$ cat config.mk
export PLATFORM = sky130hd
export DESIGN_NAME = fetch_stage
export DESIGN_NICKNAME = d
export VERILOG_FILES = /design/src/rtl/arm_pipe_pkg.sv /design/src/rtl/fetch_buffer.sv /design/src/rtl/fetch_stage.sv
export SDC_FILE = /design/constraint.sdc
export NUM_CORES = 1
export LEC_CHECK = 0
export ABC_AREA = 1
export CAP_MARGIN = 20
export CORE_MARGIN = 3
export CORE_UTILIZATION = 25
export DETAILED_ROUTE_END_ITERATION = 8
export PLACE_DENSITY = 0.41
export SLEW_MARGIN = 20
export SYNTH_ARGS = -nofsm -noshare
export SYNTH_HDL_FRONTEND = slang
export SYNTH_HIERARCHICAL = 1
export SYNTH_SLANG_ARGS = --single-unit
export TNS_END_PERCENT = 1
$ cat constraint.sdc
create_clock -name clk -period 12.05 [get_ports clk]
set_clock_uncertainty 0.1 [all_clocks]
set_input_delay 2.41 -clock clk [delete_from_list [all_inputs] [get_ports clk]]
set_output_delay 2.41 -clock clk [all_outputs]
set_load 0.05 [all_outputs]
$ cat src/rtl/arm_pipe_pkg.sv
// Shared types and constants for the ARM pipeline front end.
package arm_pipe_pkg;

    localparam int XLEN = 32;

    // MOV r0,r0 is the canonical ARM no-op presented whenever no instruction is valid
    localparam logic [XLEN-1:0] INST_NOP = 32'hE1A0_0000;

    typedef struct packed {
        logic [XLEN-1:0] pc;
        logic [XLEN-1:0] inst;
    } fetch_entry_t;

endpackage

$ cat src/rtl/fetch_buffer.sv
// Small FIFO of fetched {pc, inst} pairs between instruction memory and IF/ID.
module fetch_buffer
    import arm_pipe_pkg::*;
#(
    parameter int DEPTH = 2,
    localparam int AW = $clog2(DEPTH),
    localparam int CW = AW + 1
) (
    input  logic         clk,
    input  logic         rst,
    input  logic         push,
    input  logic         pop,
    input  logic         flush,
    input  fetch_entry_t wdata,
    output fetch_entry_t rdata,
    output logic [CW-1:0] count,
    output logic         empty,
    output logic         full
);

    fetch_entry_t  mem [DEPTH];
    logic [AW-1:0] rd_ptr;
    logic [AW-1:0] wr_ptr;
    logic          do_push;
    logic          do_pop;

    // DEPTH is a power of two, so the pointers wrap naturally
    assign do_push = push & ~flush;
    assign do_pop  = pop & ~flush & ~empty;
    assign empty   = (count == '0);
    assign full    = (count == CW'(DEPTH));
    assign rdata   = mem[rd_ptr];

    always_ff @(posedge clk or posedge rst) begin
        if (rst) begin
            rd_ptr <= '0;
            wr_ptr <= '0;
            count  <= '0;
        end else if (flush) begin
            rd_ptr <= '0;
            wr_ptr <= '0;
            count  <= '0;
        end else begin
            if (do_push) wr_ptr <= wr_ptr + 1'b1;
            if (do_pop)  rd_ptr <= rd_ptr + 1'b1;
            count <= count + CW'(do_push) - CW'(do_pop);
        end
    end

    always_ff @(posedge clk) begin
        if (do_push) mem[wr_ptr] <= wdata;
    end

    // The fetch stage only issues when a slot is reserved for the returning word
    assert property (@(posedge clk) disable iff (rst) !(push && full));

endmodule

$ cat src/rtl/fetch_stage.sv
// ARM fetch stage: owns the PC, reads a 1-cycle-latency instruction memory and
// buffers returned words so IF/ID stalls never drop an in-flight fetch.
module fetch_stage
    import arm_pipe_pkg::*;
#(
    parameter logic [XLEN-1:0] RESET_PC   = 32'h0,
    parameter int              FIFO_DEPTH = 2,
    localparam int             CW         = $clog2(FIFO_DEPTH) + 1
) (
    input  logic            clk,
    input  logic            rst,
    input  logic            stall,
    input  logic            branch_taken,
    input  logic [XLEN-1:0] branch_target,
    output logic            imem_req,
    output logic [XLEN-1:0] imem_addr,
    input  logic [XLEN-1:0] imem_rdata,
    output logic [XLEN-1:0] inst_out,
    output logic [XLEN-1:0] pc_out,
    output logic            inst_valid
);

    logic [XLEN-1:0] pc_q;
    logic            inflight_q;
    logic            issue;
    logic            pop;
    logic            push;
    logic [CW:0]     occupancy;
    logic [CW:0]     limit;
    fetch_entry_t    wr_entry;
    fetch_entry_t    head;
    logic [CW-1:0]   count;
    logic            empty;
    logic            full;

    // Issue only if the word will still have a slot after this edge's pop
    assign occupancy  = {1'b0, count} + (CW + 1)'(inflight_q);
    assign limit      = (CW + 1)'(FIFO_DEPTH) + (CW + 1)'(pop);
    assign inst_valid = ~rst & ~empty & ~branch_taken;
    assign pop        = inst_valid & ~stall;
    assign issue      = ~rst & ~branch_taken & (occupancy < limit);
    assign push       = inflight_q & ~branch_taken;

    assign imem_req  = issue;
    assign imem_addr = pc_q;

    // pc_q advanced by exactly one word when the returning request was issued
    assign wr_entry.pc   = pc_q - XLEN'(4);
    assign wr_entry.inst = imem_rdata;

    assign inst_out = inst_valid ? head.inst : INST_NOP;
    assign pc_out   = inst_valid ? head.pc   : '0;

    always_ff @(posedge clk or posedge rst) begin
        if (rst) begin
            pc_q       <= RESET_PC;
            inflight_q <= 1'b0;
        end else if (branch_taken) begin
            pc_q       <= {branch_target[XLEN-1:2], 2'b00};
            inflight_q <= 1'b0;
        end else begin
            inflight_q <= issue;
            if (issue) pc_q <= pc_q + XLEN'(4);
        end
    end

    fetch_buffer #(
        .DEPTH(FIFO_DEPTH)
    ) u_fetch_buffer (
        .clk   (clk),
        .rst   (rst),
        .push  (push),
        .pop   (pop),
        .flush (branch_taken),
        .wdata (wr_entry),
        .rdata (head),
        .count (count),
        .empty (empty),
        .full  (full)
    );

endmodule

==> summary.md, run 1 <==
| Metric | Value |
|---|---|
| Outcome | `finished, final reports clean` |
| Initial DRT Pass Iterations | `5` |
| Most common cell after layout, fill and taps aside | `nand2_1` |
| Most frequent cells in the layout | `nand2_1, clkdlybuf4s50_1, edfxtp_1` |
| Busiest grt layer | `met2` |
| Final Cell Area | `between 0.01 and 0.015 sq mm` |
| DRC | `0` |
| Global-route wire length before repair | `approximately 39 mm` |
| Clk sink count | `163` |
| Largest net degree at the start of global routing | `61` |
| CP Launch Type | `primary input` |
| Worst EP arrival | `approximately 5300 ps` |
| Post-DRT Antenna Nets | `0` |
| Die Span Y | `between 150 and 200 microns` |
| Root buffer cell | `clkbuf_16` |
| Initial antenna violation count | `0` |
| Mean Syn Cell Area | `around 8.3 sq um` |
| Clock Latency Late Sink | `approximately 430 ps` |
| DIE WIDTH | `193 microns` |
| PD cells | `roughly 130 mW/mm^2` |
| Total number of vias | `6943` |
| Ports | `~170` |
| Final Setup Violations | `0` |
| DP Area | `approximately 0.011 sq mm` |
| Worst min-delay path category | `reg -> reg` |
| Worst hold slack | `between 500 and 600 ps` |
| CTS buffer count | `17` |
| Total length of routed wires | `25.4 mm` |
| CTS Buffer Depth | `2` |
| HPWL Detailed | `between 15 and 20 mm` |
| GRT met3 Usage | `between 3 and 4%` |
| M2 GR Usage | `between 20% and 30%` |
| H-Tree Level Count | `4` |
| Nets | `1274` |
| Clock-pin slew on the worst setup and hold paths | `about 60 ps` |
| Layout cells sized above 1 | `8.16%` |
| Setup crit end kind | `output pin` |
| Crit path required time | `about 9500 ps` |
| Peak VDD IR | `0.000102 V` |
| Slew HR | `32.1%` |
| Die area | `0.0373 sq mm` |
| Met1 GRT Util | `between 10% and 20%` |
| Critical path class | `in -> out` |
| Slew @ Worst Pin | `approximately 1000 ps` |
| Cells after Synth | `1051` |
| Rows | `67` |
| Final Hold Fails | `0` |
| Final min period | `7790 ps` |
| WL/cell | `15.3 microns` |
| Yosys warnings | `6` |
| N_diodes | `0` |
| Starting Density | `about 26%` |
| GR Overflow Total | `0` |
| Setup TNS | `0 ps` |
| Tcrit/Tclk final | `64.7%` |
| Vias in the first global route | `about 6700` |
| Port-buffer cells | `between 150 and 200` |
| Finished Layout Cells | `around 1700` |
| Mapped Area | `0.00874 sq mm` |
| Layout Utilization | `between 30% and 40%` |
| # hold bufs at CTS | `0` |
| Initial drt markers | `299` |
| Core Region | `0.0340 sq mm` |
| Layout area overhead | `30.4%` |
| Worst-path fanout max | `38` |
| Slew Limit Fails | `0` |
| TritonCTS clock tree | `yes` |
| Pleak | `roughly 0.0048 uW` |
| # resized after CTS | `0` |
| Buffers inserted by post-CTS timing repair | `0` |
| Placed cell count | `1629` |
| RSZ-0062 raised after global routing | `no` |
| Routed vias/inst | `4.18` |
| Routability congestion estimate | `roughly 0.83` |
| Maxcap violations | `0` |
| Total track usage | `roughly 14%` |
| Peak Freq | `128 MHz` |
==> through the flow <==
step	setup WS, ps	power [uW]
4_1_cts	4180	1510
3_5_place_dp	4180	913
6_report	4260	1490
5_1_grt	4030	1560
2_1_floorplan	5330	820
3_3_place_gp	4200	912
==> sequential cells by signal (all words and copies together), names as in the netlist <==
| register | count |
|---|---|
| u_fetch_buffer/mem | 128 |
| imem_addr | 30 |
| u_fetch_buffer/count | 2 |
| inflight_q | 1 |
| u_fetch_buffer/rd_ptr | 1 |
| u_fetch_buffer/wr_ptr | 1 |
==> final timing paths <==
path                                          from                         to  slack (ps)  cells after the start
hold reg to reg            u_fetch_buffer/count[0]    u_fetch_buffer/count[0]         550                      3
setup reg to reg                        inflight_q  u_fetch_buffer/mem[0][16]        9490                      5
setup / recovery                      branch_taken                   imem_req        4260                      8
min in group asynchronous                      rst      u_fetch_buffer/wr_ptr        2230                      2
max in group asynchronous                      rst              imem_addr[19]        9080                      3
hold / removal             u_fetch_buffer/count[0]    u_fetch_buffer/count[0]         550                      3
==> layer usage <==
metal	wire [microns]	share of wire [%]
met1	12000	47
met2	11800	47
met3	1280	5.1
met4	261	1.0
met5	0	0
==> report_power, final <==
group / switching, uW / total [uW] / leakage, uW / internal, uW
clock network: 229 / 596 / 0.000324 / 367
registers: 41.8 / 675 / 0.00158 / 633
logic: 147 / 225 / 0.00287 / 77.5
total: 418 / 1490 / 0.00478 / 1080
==> critical path, cell delays in order <==
cell	delay [ps]
clkdlybuf4s50_1	400
buf_4	260
nor2_4	160
nand4_1	80
nand2_1	80
nand2_2	320
inv_2	600
clkdlybuf4s50_1	920
==> final cells by class <==
type,instances,area [sq um]
fill,3614,22600
sequential,163,4720
multi-input combinational,719,3290
timing repair buffer,169,1670
clock buffer,26,597
tap,448,561
inverter,130,488
clock inverter,6,70.1
No activity file was read; power rests on OpenSTA's default activity.
==> inputs of run 2 (changes only) <==
==> constraint.sdc (replaced) <==
create_clock -name clk -period 7.25 [get_ports clk]
set_clock_uncertainty 0.1 [all_clocks]
set_input_delay 1.45 -clock clk [delete_from_list [all_inputs] [get_ports clk]]
set_output_delay 1.45 -clock clk [all_outputs]
set_load 0.05 [all_outputs]
==> run 2 against run 1 <==
Compared with the run above: clock power rose by 52%; die area did not move; utilization fell by 0.11 points; sequential share of layout area rose by 0.11 points; register-to-register slack got worse by 4800 ps; sequential power rose by 66%; critical endpoint is now pc_out[25]; largest cell class unchanged; largest power group unchanged.
==> summary.md, run 2 (synthesis gave the netlist of run 1 again) <==
| Metric | Value |
|---|---|
| Outcome | `finished, final reports clean` |
| Peak Freq | `about 180 MHz` |
| Clk sink count | `163 (unchanged)` |
| Nets | `1276 (+0.16%)` |
| Worst EP arrival | `4050 ps (-1230 ps)` |
| Sequential Area | `0.00472 sq mm (about the same)` |
| GR Overflow Total | `0 (unchanged)` |
| Routability congestion estimate | `0.857 (+2.9%)` |
| Root buffer cell | `clkbuf_16` |
| Crit. path cell count | `8 (unchanged)` |
| CTS buffer count | `17 (unchanged)` |
| Initial drt markers | `263 (-12%)` |
| Rows | `67 (unchanged)` |
| Clock Latency Late Sink | `420 ps (about the same)` |
| Slew Limit Fails | `0 (unchanged)` |
| Buffers inserted by post-CTS timing repair | `0 (unchanged)` |
| Worst reg2reg path endpoint | `u_fetch_buffer/count[1]` |
| Pleak | `0.00476 uW (-0.39%)` |
| RSZ-0062 raised after global routing | `no` |
| Crit path required time | `5700 ps (-3840 ps)` |
| Largest net degree at the start of global routing | `66 (+8.2%)` |
| Most frequent cells in the layout | `nand2_1, clkdlybuf4s50_1, edfxtp_1` |
| Cell Chain, Critical Path | `clkdlybuf4s50_1, nor2_4, inv_2, nor2_2, inv_2, buf_4, nor2_1, clkdlybuf4s50_1` |
| Layout Utilization | `33.4% (-0.11 points)` |
| Starting Density | `25.7% (unchanged)` |
| Fin worst setup slack | `1650 ps (-2610 ps)` |
| # resized after CTS | `0 (unchanged)` |
| Multi-input logic area | `0.00329 sq mm (unchanged)` |
| Layout area overhead | `30.0%` |
| Initial DRT Pass Iterations | `4 (-1)` |
| TritonCTS clock tree | `yes` |
| Most common cell after layout, fill and taps aside | `nand2_1` |
| DIE WIDTH | `193 microns (unchanged)` |
| Critical path class | `in -> out` |
| PD cells | `211 mW/mm^2 (+61%)` |
| Final Hold Fails | `0 (unchanged)` |
| Slew HR | `41.6% (+9.4 points)` |
| Top delay family on crit path | `buffers and inverters` |
| Final min period | `roughly 5600 ps` |
| Setup TNS | `0 ps (unchanged)` |
| HP Start | `u_fetch_buffer/count[0]` |
| Worst path buffer plus inverter count | `5 (+1)` |
| Clock-pin slew on the worst setup and hold paths | `60 ps (about the same)` |
| Worst min-delay path category | `reg -> reg` |
| DRC | `0 (unchanged)` |
| H-Tree Level Count | `4 (unchanged)` |
| Finished Layout Cells | `1663 (+0.12%)` |
| HPWL Detailed | `18.0 mm (+0.67%)` |
| Port-buffer cells | `161 (unchanged)` |
| FILL cells | `3638 (+0.66%)` |
| WL/cell | `15.5 microns (+1.5%)` |
| CTS Buffer Depth | `2 (unchanged)` |
| Worst slack at placement | `1570 ps (-2620 ps)` |
| # hold bufs at CTS | `0 (unchanged)` |
| Overall Power | `2400 uW (+61%)` |
| Worst path slowest cell | `clkdlybuf4s50_1` |
| Initial antenna violation count | `2 (+2)` |
| Slew @ Worst Pin | `875 ps (-140 ps)` |
| R2R depth | `13 (+8)` |
| Peak VDD IR | `0.000156 V (+53%)` |
| Routed vias/inst | `4.16 (-0.42%)` |
| Placed cell count | `1630 (+0.061%)` |
| Setup crit end kind | `output pin` |
| Core Region | `0.0340 sq mm (unchanged)` |
| Slowest stage delay, CP | `750 ps (-170 ps)` |
| Die area | `0.0373 sq mm (unchanged)` |
| R2r setup slk | `4710 ps (-4780 ps)` |
| Layout cells sized above 1 | `8.15% (-0.013 points)` |
| Die Span Y | `193 microns (unchanged)` |
| CP Launch Type | `primary input` |
| Post-DRT Antenna Nets | `0 (unchanged)` |
| Vias in the first global route | `6885 (+2.6%)` |
| Worst-path fanout max | `46 (+21%)` |
| Total number of vias | `6922 (-0.30%)` |
| Min-Delay Endpoint | `u_fetch_buffer/count[0]` |
| Ports | `166 (unchanged)` |
| Total track usage | `14.1% (+0.35 points)` |
| Max reg flops | `128 (unchanged)` |
| Final Setup Violations | `0 (unchanged)` |
| N_diodes | `0 (unchanged)` |
| Worst Hold Depth | `3 (unchanged)` |
| Total length of routed wires | `25.8 mm (+1.6%)` |
| Reg2reg start | `u_fetch_buffer/count[1]` |
| Tcrit/Tclk final | `roughly 77%` |
| Maxcap violations | `0 (unchanged)` |
| Largest Register | `u_fetch_buffer/mem` |
| Global-route wire length before repair | `39.5 mm (+2.1%)` |
==> run 2: power breakdown <==
group	switching, uW	internal [uW]
clock network	363	543
logic	246	130
registers	69.6	1050
==> run 2: area by class of cell <==
type | instances | area share (%)
tap | 448 | 4.93
sequential | 163 | 41.5
clock inverter | 7 | 0.605
timing repair buffer | 171 | 15.0
clock buffer | 25 | 4.66
multi-input combinational | 719 | 29.0
inverter | 130 | 4.29
==> run 2: per-stage QoR <==
step                      instance area (sq um)  hold slack [ps]
after floorplan                            8760              500
after global placement                    10700              549
after detailed placement                  10700              555
after CTS                                 11300              570
after global routing                      11400              634
final                                     11400              567
==> run 2: worst max path at each step <==
stage / to / startpoint / slack, ps
CTS: pc_out[25] / branch_taken / 1560
finish: pc_out[25] / branch_taken / 1650
floorplan: u_fetch_buffer/mem[0][0] / branch_taken / 1920
global route: pc_out[26] / branch_taken / 1420
global placement: pc_out[26] / branch_taken / 1600
detailed placement: pc_out[25] / branch_taken / 1570
==> run 2: layer usage <==
| metal | part of all wire (%) | vias up | GRT usage, % | wire, microns |
|---|---|---|---|---|
| li1 | - | 3569 | - | - |
| met1 | 48 | 3161 | 18.4 | 12300 |
| met2 | 46 | 168 | 23.4 | 11800 |
| met3 | 5.4 | 20 | 3.60 | 1380 |
| met4 | 1.0 | 4 | 3.45 | 265 |
| met5 | 0.070 | - | 0 | 18 |
==> run 2: tightest hold or removal path: stages (launching register included) <==
cell	delay, ps
dfrtp_1	380
ha_1	140
inv_1	30
nor2_1	70
